==> src/rtl/wts_envelope_scheduler_if.sv <==
// Bus bundle for the envelope scheduler: host key requests, the shared
// generator loop and the per-slot level stream toward the mixer.
interface wts_envelope_scheduler_if #(
  parameter int CH_NUM  = 6,
  parameter int CH_BITS = 3
);
  logic                active;
  logic                host_key_on;
  logic                host_key_release;
  logic                host_key_off;
  logic [CH_BITS-1:0]  host_ch;

  logic [CH_BITS-1:0]  slot_ch;
  logic                eg_key_on;
  logic                eg_key_release;
  logic                eg_key_off;
  logic [19:0]         eg_counter_in;
  logic [2:0]          eg_state_in;
  logic [6:0]          eg_level_in;
  logic [19:0]         eg_counter_out;
  logic [2:0]          eg_state_out;
  logic [6:0]          eg_level_out;

  // level_valid is a one-cycle strobe with no ready: the mixer must take
  // level_ch/level on the cycle it is high; both hold until the next strobe.
  logic                level_valid;
  logic [CH_BITS-1:0]  level_ch;
  logic [6:0]          level;
  logic [CH_NUM-1:0]   key_active;

  modport master (
    output active, host_key_on, host_key_release, host_key_off, host_ch,
           eg_counter_out, eg_state_out, eg_level_out,
    input  slot_ch, eg_key_on, eg_key_release, eg_key_off,
           eg_counter_in, eg_state_in, eg_level_in,
           level_valid, level_ch, level, key_active
  );

  modport slave (
    input  active, host_key_on, host_key_release, host_key_off, host_ch,
           eg_counter_out, eg_state_out, eg_level_out,
    output slot_ch, eg_key_on, eg_key_release, eg_key_off,
           eg_counter_in, eg_state_in, eg_level_in,
           level_valid, level_ch, level, key_active
  );
endinterface

==> src/rtl/wts_envelope_scheduler.sv <==
// Time-multiplexed ADSR context store: steps a slot pointer over the channels,
// feeds the shared envelope generator and writes its result back.
module wts_envelope_scheduler #(
  parameter int CH_NUM  = 6,
  parameter int CH_BITS = 3
) (
  input  logic                   clk,
  input  logic                   nreset,
  wts_envelope_scheduler_if.slave bus
);

  typedef enum logic [1:0] {
    PEND_NONE    = 2'd0,
    PEND_ON      = 2'd1,
    PEND_RELEASE = 2'd2,
    PEND_OFF     = 2'd3
  } pend_t;

  localparam int               CH_NUM_I  = CH_NUM;
  localparam logic [CH_BITS:0] CH_LIMIT  = CH_NUM_I[CH_BITS:0];
  localparam logic [CH_BITS-1:0] LAST_SLOT = CH_BITS'(CH_NUM - 1);

  logic [19:0]        counter_q [CH_NUM];
  logic [2:0]         state_q   [CH_NUM];
  logic [6:0]         level_q   [CH_NUM];
  pend_t              pending_q [CH_NUM];

  logic [CH_BITS-1:0] slot_q;
  logic               level_valid_q;
  logic [CH_BITS-1:0] level_ch_q;
  logic [6:0]         level_lvl_q;
  logic [CH_NUM-1:0]  key_active_q;

  pend_t              pend_cur;
  pend_t              host_code;
  logic               host_hit;
  logic [2:0]         state_wb;

  always_comb begin
    pend_cur  = pending_q[slot_q];
    host_hit  = (bus.host_key_on || bus.host_key_release || bus.host_key_off) &&
                ({1'b0, bus.host_ch} < CH_LIMIT);
    // Off outranks on, which outranks release, when pulses coincide.
    host_code = bus.host_key_off ? PEND_OFF :
                bus.host_key_on  ? PEND_ON  : PEND_RELEASE;
    // States above 4 do not exist; treat them as idle.
    state_wb  = (bus.eg_state_out > 3'd4) ? 3'd0 : bus.eg_state_out;
  end

  assign bus.slot_ch        = slot_q;
  assign bus.eg_counter_in  = counter_q[slot_q];
  assign bus.eg_state_in    = state_q[slot_q];
  assign bus.eg_level_in    = level_q[slot_q];
  assign bus.eg_key_on      = bus.active && (pend_cur == PEND_ON);
  assign bus.eg_key_release = bus.active && (pend_cur == PEND_RELEASE);
  assign bus.eg_key_off     = bus.active && (pend_cur == PEND_OFF);
  assign bus.level_valid    = level_valid_q;
  assign bus.level_ch       = level_ch_q;
  assign bus.level          = level_lvl_q;
  assign bus.key_active     = key_active_q;

  always_ff @(posedge clk or negedge nreset) begin
    if (!nreset) begin
      for (int c = 0; c < CH_NUM; c++) begin
        counter_q[c] <= '0;
        state_q[c]   <= '0;
        level_q[c]   <= '0;
        pending_q[c] <= PEND_NONE;
      end
      slot_q        <= '0;
      level_valid_q <= 1'b0;
      level_ch_q    <= '0;
      level_lvl_q   <= '0;
      key_active_q  <= '0;
    end else begin
      level_valid_q <= bus.active;
      if (bus.active) begin
        counter_q[slot_q] <= bus.eg_counter_out;
        state_q[slot_q]   <= state_wb;
        level_q[slot_q]   <= bus.eg_level_out;
        pending_q[slot_q] <= PEND_NONE;
        slot_q            <= (slot_q == LAST_SLOT) ? '0 : slot_q + 1'b1;
        level_ch_q        <= slot_q;
        level_lvl_q       <= bus.eg_level_out;
      end
      // Placed after the delivery clear so a host write on the same channel wins.
      if (host_hit) begin
        pending_q[bus.host_ch] <= host_code;
      end
      // Mirrors the state array as it stands after this edge.
      for (int c = 0; c < CH_NUM; c++) begin
        if (bus.active && (slot_q == CH_BITS'(c))) begin
          key_active_q[c] <= (state_wb != 3'd0);
        end else begin
          key_active_q[c] <= (state_q[c] != 3'd0);
        end
      end
    end
  end

endmodule

==> src/flat_wrapper.sv <==
// flat-port wrapper written by rule: the top's interface ports become plain ports
module wts_envelope_scheduler_flat 
#(
  parameter int CH_NUM  = 6,
  parameter int CH_BITS = 3
)
  (clk, nreset, bus_active, bus_host_key_on, bus_host_key_release, bus_host_key_off, bus_host_ch, bus_eg_counter_out, bus_eg_state_out, bus_eg_level_out, bus_slot_ch, bus_eg_key_on, bus_eg_key_release, bus_eg_key_off, bus_eg_counter_in, bus_eg_state_in, bus_eg_level_in, bus_level_valid, bus_level_ch, bus_level, bus_key_active);
  wts_envelope_scheduler_if #(.CH_NUM(CH_NUM), .CH_BITS(CH_BITS)) bus_i ();
  input  logic clk;
  input  logic nreset;
  input wire logic [$bits(bus_i.active)-1:0] bus_active;
  input wire logic [$bits(bus_i.host_key_on)-1:0] bus_host_key_on;
  input wire logic [$bits(bus_i.host_key_release)-1:0] bus_host_key_release;
  input wire logic [$bits(bus_i.host_key_off)-1:0] bus_host_key_off;
  input wire logic [$bits(bus_i.host_ch)-1:0] bus_host_ch;
  input wire logic [$bits(bus_i.eg_counter_out)-1:0] bus_eg_counter_out;
  input wire logic [$bits(bus_i.eg_state_out)-1:0] bus_eg_state_out;
  input wire logic [$bits(bus_i.eg_level_out)-1:0] bus_eg_level_out;
  output wire logic [$bits(bus_i.slot_ch)-1:0] bus_slot_ch;
  output wire logic [$bits(bus_i.eg_key_on)-1:0] bus_eg_key_on;
  output wire logic [$bits(bus_i.eg_key_release)-1:0] bus_eg_key_release;
  output wire logic [$bits(bus_i.eg_key_off)-1:0] bus_eg_key_off;
  output wire logic [$bits(bus_i.eg_counter_in)-1:0] bus_eg_counter_in;
  output wire logic [$bits(bus_i.eg_state_in)-1:0] bus_eg_state_in;
  output wire logic [$bits(bus_i.eg_level_in)-1:0] bus_eg_level_in;
  output wire logic [$bits(bus_i.level_valid)-1:0] bus_level_valid;
  output wire logic [$bits(bus_i.level_ch)-1:0] bus_level_ch;
  output wire logic [$bits(bus_i.level)-1:0] bus_level;
  output wire logic [$bits(bus_i.key_active)-1:0] bus_key_active;
  assign bus_i.active = bus_active;
  assign bus_i.host_key_on = bus_host_key_on;
  assign bus_i.host_key_release = bus_host_key_release;
  assign bus_i.host_key_off = bus_host_key_off;
  assign bus_i.host_ch = bus_host_ch;
  assign bus_i.eg_counter_out = bus_eg_counter_out;
  assign bus_i.eg_state_out = bus_eg_state_out;
  assign bus_i.eg_level_out = bus_eg_level_out;
  assign bus_slot_ch = bus_i.slot_ch;
  assign bus_eg_key_on = bus_i.eg_key_on;
  assign bus_eg_key_release = bus_i.eg_key_release;
  assign bus_eg_key_off = bus_i.eg_key_off;
  assign bus_eg_counter_in = bus_i.eg_counter_in;
  assign bus_eg_state_in = bus_i.eg_state_in;
  assign bus_eg_level_in = bus_i.eg_level_in;
  assign bus_level_valid = bus_i.level_valid;
  assign bus_level_ch = bus_i.level_ch;
  assign bus_level = bus_i.level;
  assign bus_key_active = bus_i.key_active;
  wts_envelope_scheduler #(.CH_NUM(CH_NUM), .CH_BITS(CH_BITS)) u_core (.clk(clk), .nreset(nreset), .bus(bus_i));
endmodule
==> config.mk <==
export PLATFORM = sky130hd
export DESIGN_NAME = wts_envelope_scheduler_flat
export DESIGN_NICKNAME = d
export VERILOG_FILES = /design/src/rtl/wts_envelope_scheduler_if.sv /design/src/rtl/wts_envelope_scheduler.sv /design/src/flat_wrapper.sv
export SDC_FILE = /design/constraint.sdc
export NUM_CORES = 1
export LEC_CHECK = 0
export BUFFER_PORTS_ARGS = -buffer_cell sky130_fd_sc_hd__buf_2
export CAP_MARGIN = 40
export CORE_MARGIN = 1
export CORE_UTILIZATION = 35
export CTS_BUF_LIST = sky130_fd_sc_hd__clkbuf_8 sky130_fd_sc_hd__clkbuf_16
export DETAILED_ROUTE_END_ITERATION = 16
export PLACE_DENSITY_LB_ADDON = 0.08
export SLEW_MARGIN = 0
export SYNTH_ARGS = -nofsm -noshare
export SYNTH_HDL_FRONTEND = slang
export SYNTH_SLANG_ARGS = --single-unit
==> constraint.sdc <==
create_clock -name clk -period 2.1 [get_ports clk]
set_input_delay 0.42 -clock clk [delete_from_list [all_inputs] [get_ports clk]]
set_output_delay 0.42 -clock clk [all_outputs]
set_load 0.02 [all_outputs]
==> impl_metrics.json <==
{
  "cts_sinks": 212,
  "gr-total-overflow": 0,
  "cp_slowest_cell": "dfrtp_4",
  "drt-wirelength-per-cell_um": 19.00,
  "r2r_cells": 8,
  "drcViolationCount": 0,
  "crit_chain": "buf_8, mux2_2, a2111oi_4, buf_4",
  "async_reset_ff_frac": 1.000,
  "instances_no_fill": 1456,
  "synthXorXnorAreaFrac": 0.001807,
  "final.setup.tns_ns": -12.30,
  "hold_path.class": "in -> reg",
  "crit_start": "u_core.bus.slot_ch[0]",
  "ys_ff_latch": 212,
  "start_util": 0.3588,
  "firstDrtPassIters": 5,
  "leakage_nw": 6.040,
  "synth_nets": 1007,
  "worst_pin_slew_ns": 0.4646,
  "synthFlopType": "dfrtp_1",
  "clk_pin_slew_ns": 0.06,
  "numCtsBuffers": 25,
  "cts_tree": "done",
  "first_iter_violations": 418,
  "status": "finished, violations left",
  "fin_ws_ns": -0.4151,
  "die-area_um2": 28370,
  "synth.distinct_cells": 51,
  "ir_worst_vdd_v": 0.0008151,
  "fmax_mhz": 397.6,
  "synth_fa_ha_area_frac": 0.001290,
  "hold_ws_ns": 0.1691,
  "area_delta_synth_final_pct": 26.09,
  "final_nets": 1137,
  "hold_start": "bus_eg_counter_out[16]",
  "fp.dieH_um": 168.4,
  "antenna_found_initial": 0,
  "synth_compound_gate_area_share": 0.05149,
  "rsz0062_at_grt": "yes",
  "setup_viol": 33,
  "rows": 60,
  "grt_util_all_layers": 0.2040,
  "synth_top_family_by_area": "simple AND/OR/NAND/NOR gates",
  "fin_crit_sh": 1.198,
  "io-pin-count": 92,
  "netlist_instances": 967,
  "slew-limit-headroom": 0.6896,
  "crit_required_ns": 1.68,
  "globalplace.congestion": 0.7502,
  "postRouteAntennaNets": 0,
  "drt-total-wl_mm": 27.67,
  "violations": "negative setup slack",
  "die_x_um": 168.4,
  "timing_worst_setup_path_type": "reg -> out",
  "synth_warnings": 0,
  "vias": 7196,
  "r2r_slack_ns": 0.10,
  "end_kind": "primary output",
  "worstSkewPairLatency_ns": 0.52,
  "holdPathEnd": "u_core.counter_q[16]",
  "cp-start-kind": "flip-flop",
  "hold_viol": 0,
  "grt_pass1_wl_mm": 44.70,
  "min_delay_path_depth": 3,
  "power_density_nw_per_um2": 1731,
  "cap_violations": 0,
  "placed_cells": 1395,
  "core_um2": 27030,
  "clockRootBuffer": "clkbuf_16",
  "r2r-start": "u_core.bus.slot_ch[0]",
  "routed_via_density": 4.942,
  "synth-seq-area-share": 0.5472,
  "cp.arrival_ns": 2.10,
  "synth_simple_gate_area_share": 0.2075,
  "post-dp-hpwl_mm": 17.29,
  "min_period_ns": 2.515,
  "htreeDepth": 1,
  "grt_max_degree": 69,
  "clock_path_buffers": 3,
  "antennaDiodeCount": 0,
  "netlist_area_um2": 9696,
  "first_global_vias": 7666,
  "synth-edff-count": 0,
  "port_buffers": 91,
  "r2r_end": "u_core.pending_q[2]",
  "drive_gt1_frac": 0.2942,
  "n_fill_cell": 2589,
  "synth.mux.area_fraction": 0.1507,
  "slew_violations": 0,
  "syn_area_per_cell_um2": 10.03,
  "slowest_delay_ns": 0.51,
  "skew_ns": 0.02025,
  "crit_fanout": 4
}
[cell families after synthesis]
| logic type | Yosys count |
|---|---|
| AO/OA/AOI/OAI | 85 |
| XOR/XNOR | 2 |
| adder cells (fa/ha/maj) | 1 |
| buffers and inverters | 60 |
| flip-flops | 212 |
| multiplexers | 102 |
| AND/OR/NAND/NOR | 505 |
[power by group]
part / switching (mW) / leakage, nW / total [mW] / internal [mW]
clock: 1.75 / 0.465 / 4.77 / 3.02
combinational: 4.99 / 2.94 / 9.41 / 4.42
sequential: 1.04 / 2.64 / 6.98 / 5.94
[cells in the mapped netlist (2+ instances only)]
master,instances,area (µm²)
buf_2,24,120.1
and2_1,2,12.51
o211ai_1,3,22.52
buf_6,12,135.1
buf_1,2,7.510
buf_4,7,52.55
mux4_2,25,563.0
nand3_1,3,15.01
nand2b_1,8,50.05
or2_2,2,12.51
mux2i_1,35,350.3
nor4_1,5,31.28
o21ai_1,7,35.03
clkbuf_1,12,45.04
nor2_1,9,33.78
nand2_1,461,1730
o41ai_1,2,17.52
dfrtp_1,212,5305
o31ai_1,4,30.03
a22oi_1,2,15.01
o21ai_0,48,240.2
mux2_2,37,416.7
mux4_1,5,131.4
nor3_1,4,20.02
a21oi_1,9,45.04
xor2_1,2,17.52
[through the flow]
stage | instance area [µm²] | power (mW) | setup slack [ns] | utilization
floorplan | 9713 | 12.29 | 0.01455 | -
global placement | 10810 | 15.02 | 0.01099 | 0.3999
detailed placement | 10810 | 15.12 | -0.003411 | 0.3999
CTS | 12080 | 21.00 | -0.4336 | 0.4468
global route | 12230 | 22.59 | -0.4815 | 0.4524
finish | 12230 | 21.16 | -0.4151 | 0.4524
[area by class of cell]
class                   instances  area [µm²]  share of cell area
clock buffers                  32       721.9             0.05905
clock inverters                13       186.4             0.01525
inverters                       2       7.507           0.0006141
multi-input cells             695        4178              0.3417
flip-flops and latches        212        5311              0.4344
well taps                     341       426.7             0.03490
repair buffers                161        1394              0.1140
[routing by layer]
layer | track usage | wire length (µm) | part of all wire | vias to the layer above
met5 | 0 | 0 | 0 | -
met4 | 0.04625 | 497 | 0.018 | 0
met3 | 0.03079 | 1104 | 0.040 | 35
met2 | 0.3215 | 12460 | 0.45 | 155
met1 | 0.2959 | 13610 | 0.49 | 3550
li1 | - | - | - | 3456
[worst max-delay path by stage]
stage	end	slack (ns)	cells after the start
after floorplan	bus_eg_state_in[0]	0.01	5
after global placement	bus_eg_level_in[6]	0.01	5
after detailed placement	bus_eg_counter_in[3]	-0.003	5
after CTS	bus_eg_key_release	-0.43	4
after global routing	bus_eg_key_off	-0.48	5
final	bus_eg_key_release	-0.42	4
[state kept, by name, summed over array words and instances (netlist names)]
register	flops
u_core.counter_q	120
u_core.level_q	42
u_core.state_q	18
u_core.pending_q	12
u_core.bus.level	7
u_core.bus.key_active	6
u_core.bus.level_ch	3
u_core.bus.slot_ch	3
u_core.bus.level_valid	1
[cell usage in the layout (no fill, tap or decap), drive strengths merged, types with 2 or more instances in the layout]
master and instances:
nand2 462, dfrtp 212, buf 160, o21ai 55, mux2 37, mux2i 35
clkbuf 32, mux4 30, nor2 11, a21oi 9, nand2b 8, nor4 5
bufinv 5, clkinv 5, inv 5, nor3 5, o31ai 4, nand3 3
o211ai 3, or2 3, xor2 2, o41ai 2, a22oi 2, and2 2
o22ai 2, a2111oi 2
[critical path: cells and delay by family, from the launching register on]
family / cells / cell delay, ns
DFF: 1 / 0.51
AOI/OAI and AO/OA: 1 / 0.38
buffers and inverters: 2 / 0.36
muxes: 1 / 0.32
[what timing repair did]
item	CTS	global route
hold buffers	1	0
cloned	3	0
setup endpoints to repair	34	55
gates resized for setup	94	44
endpoints found under the hold margin	20	0
setup buffers	11	1
pin swaps	34	8
No activity file was read; power rests on OpenSTA's default activity.
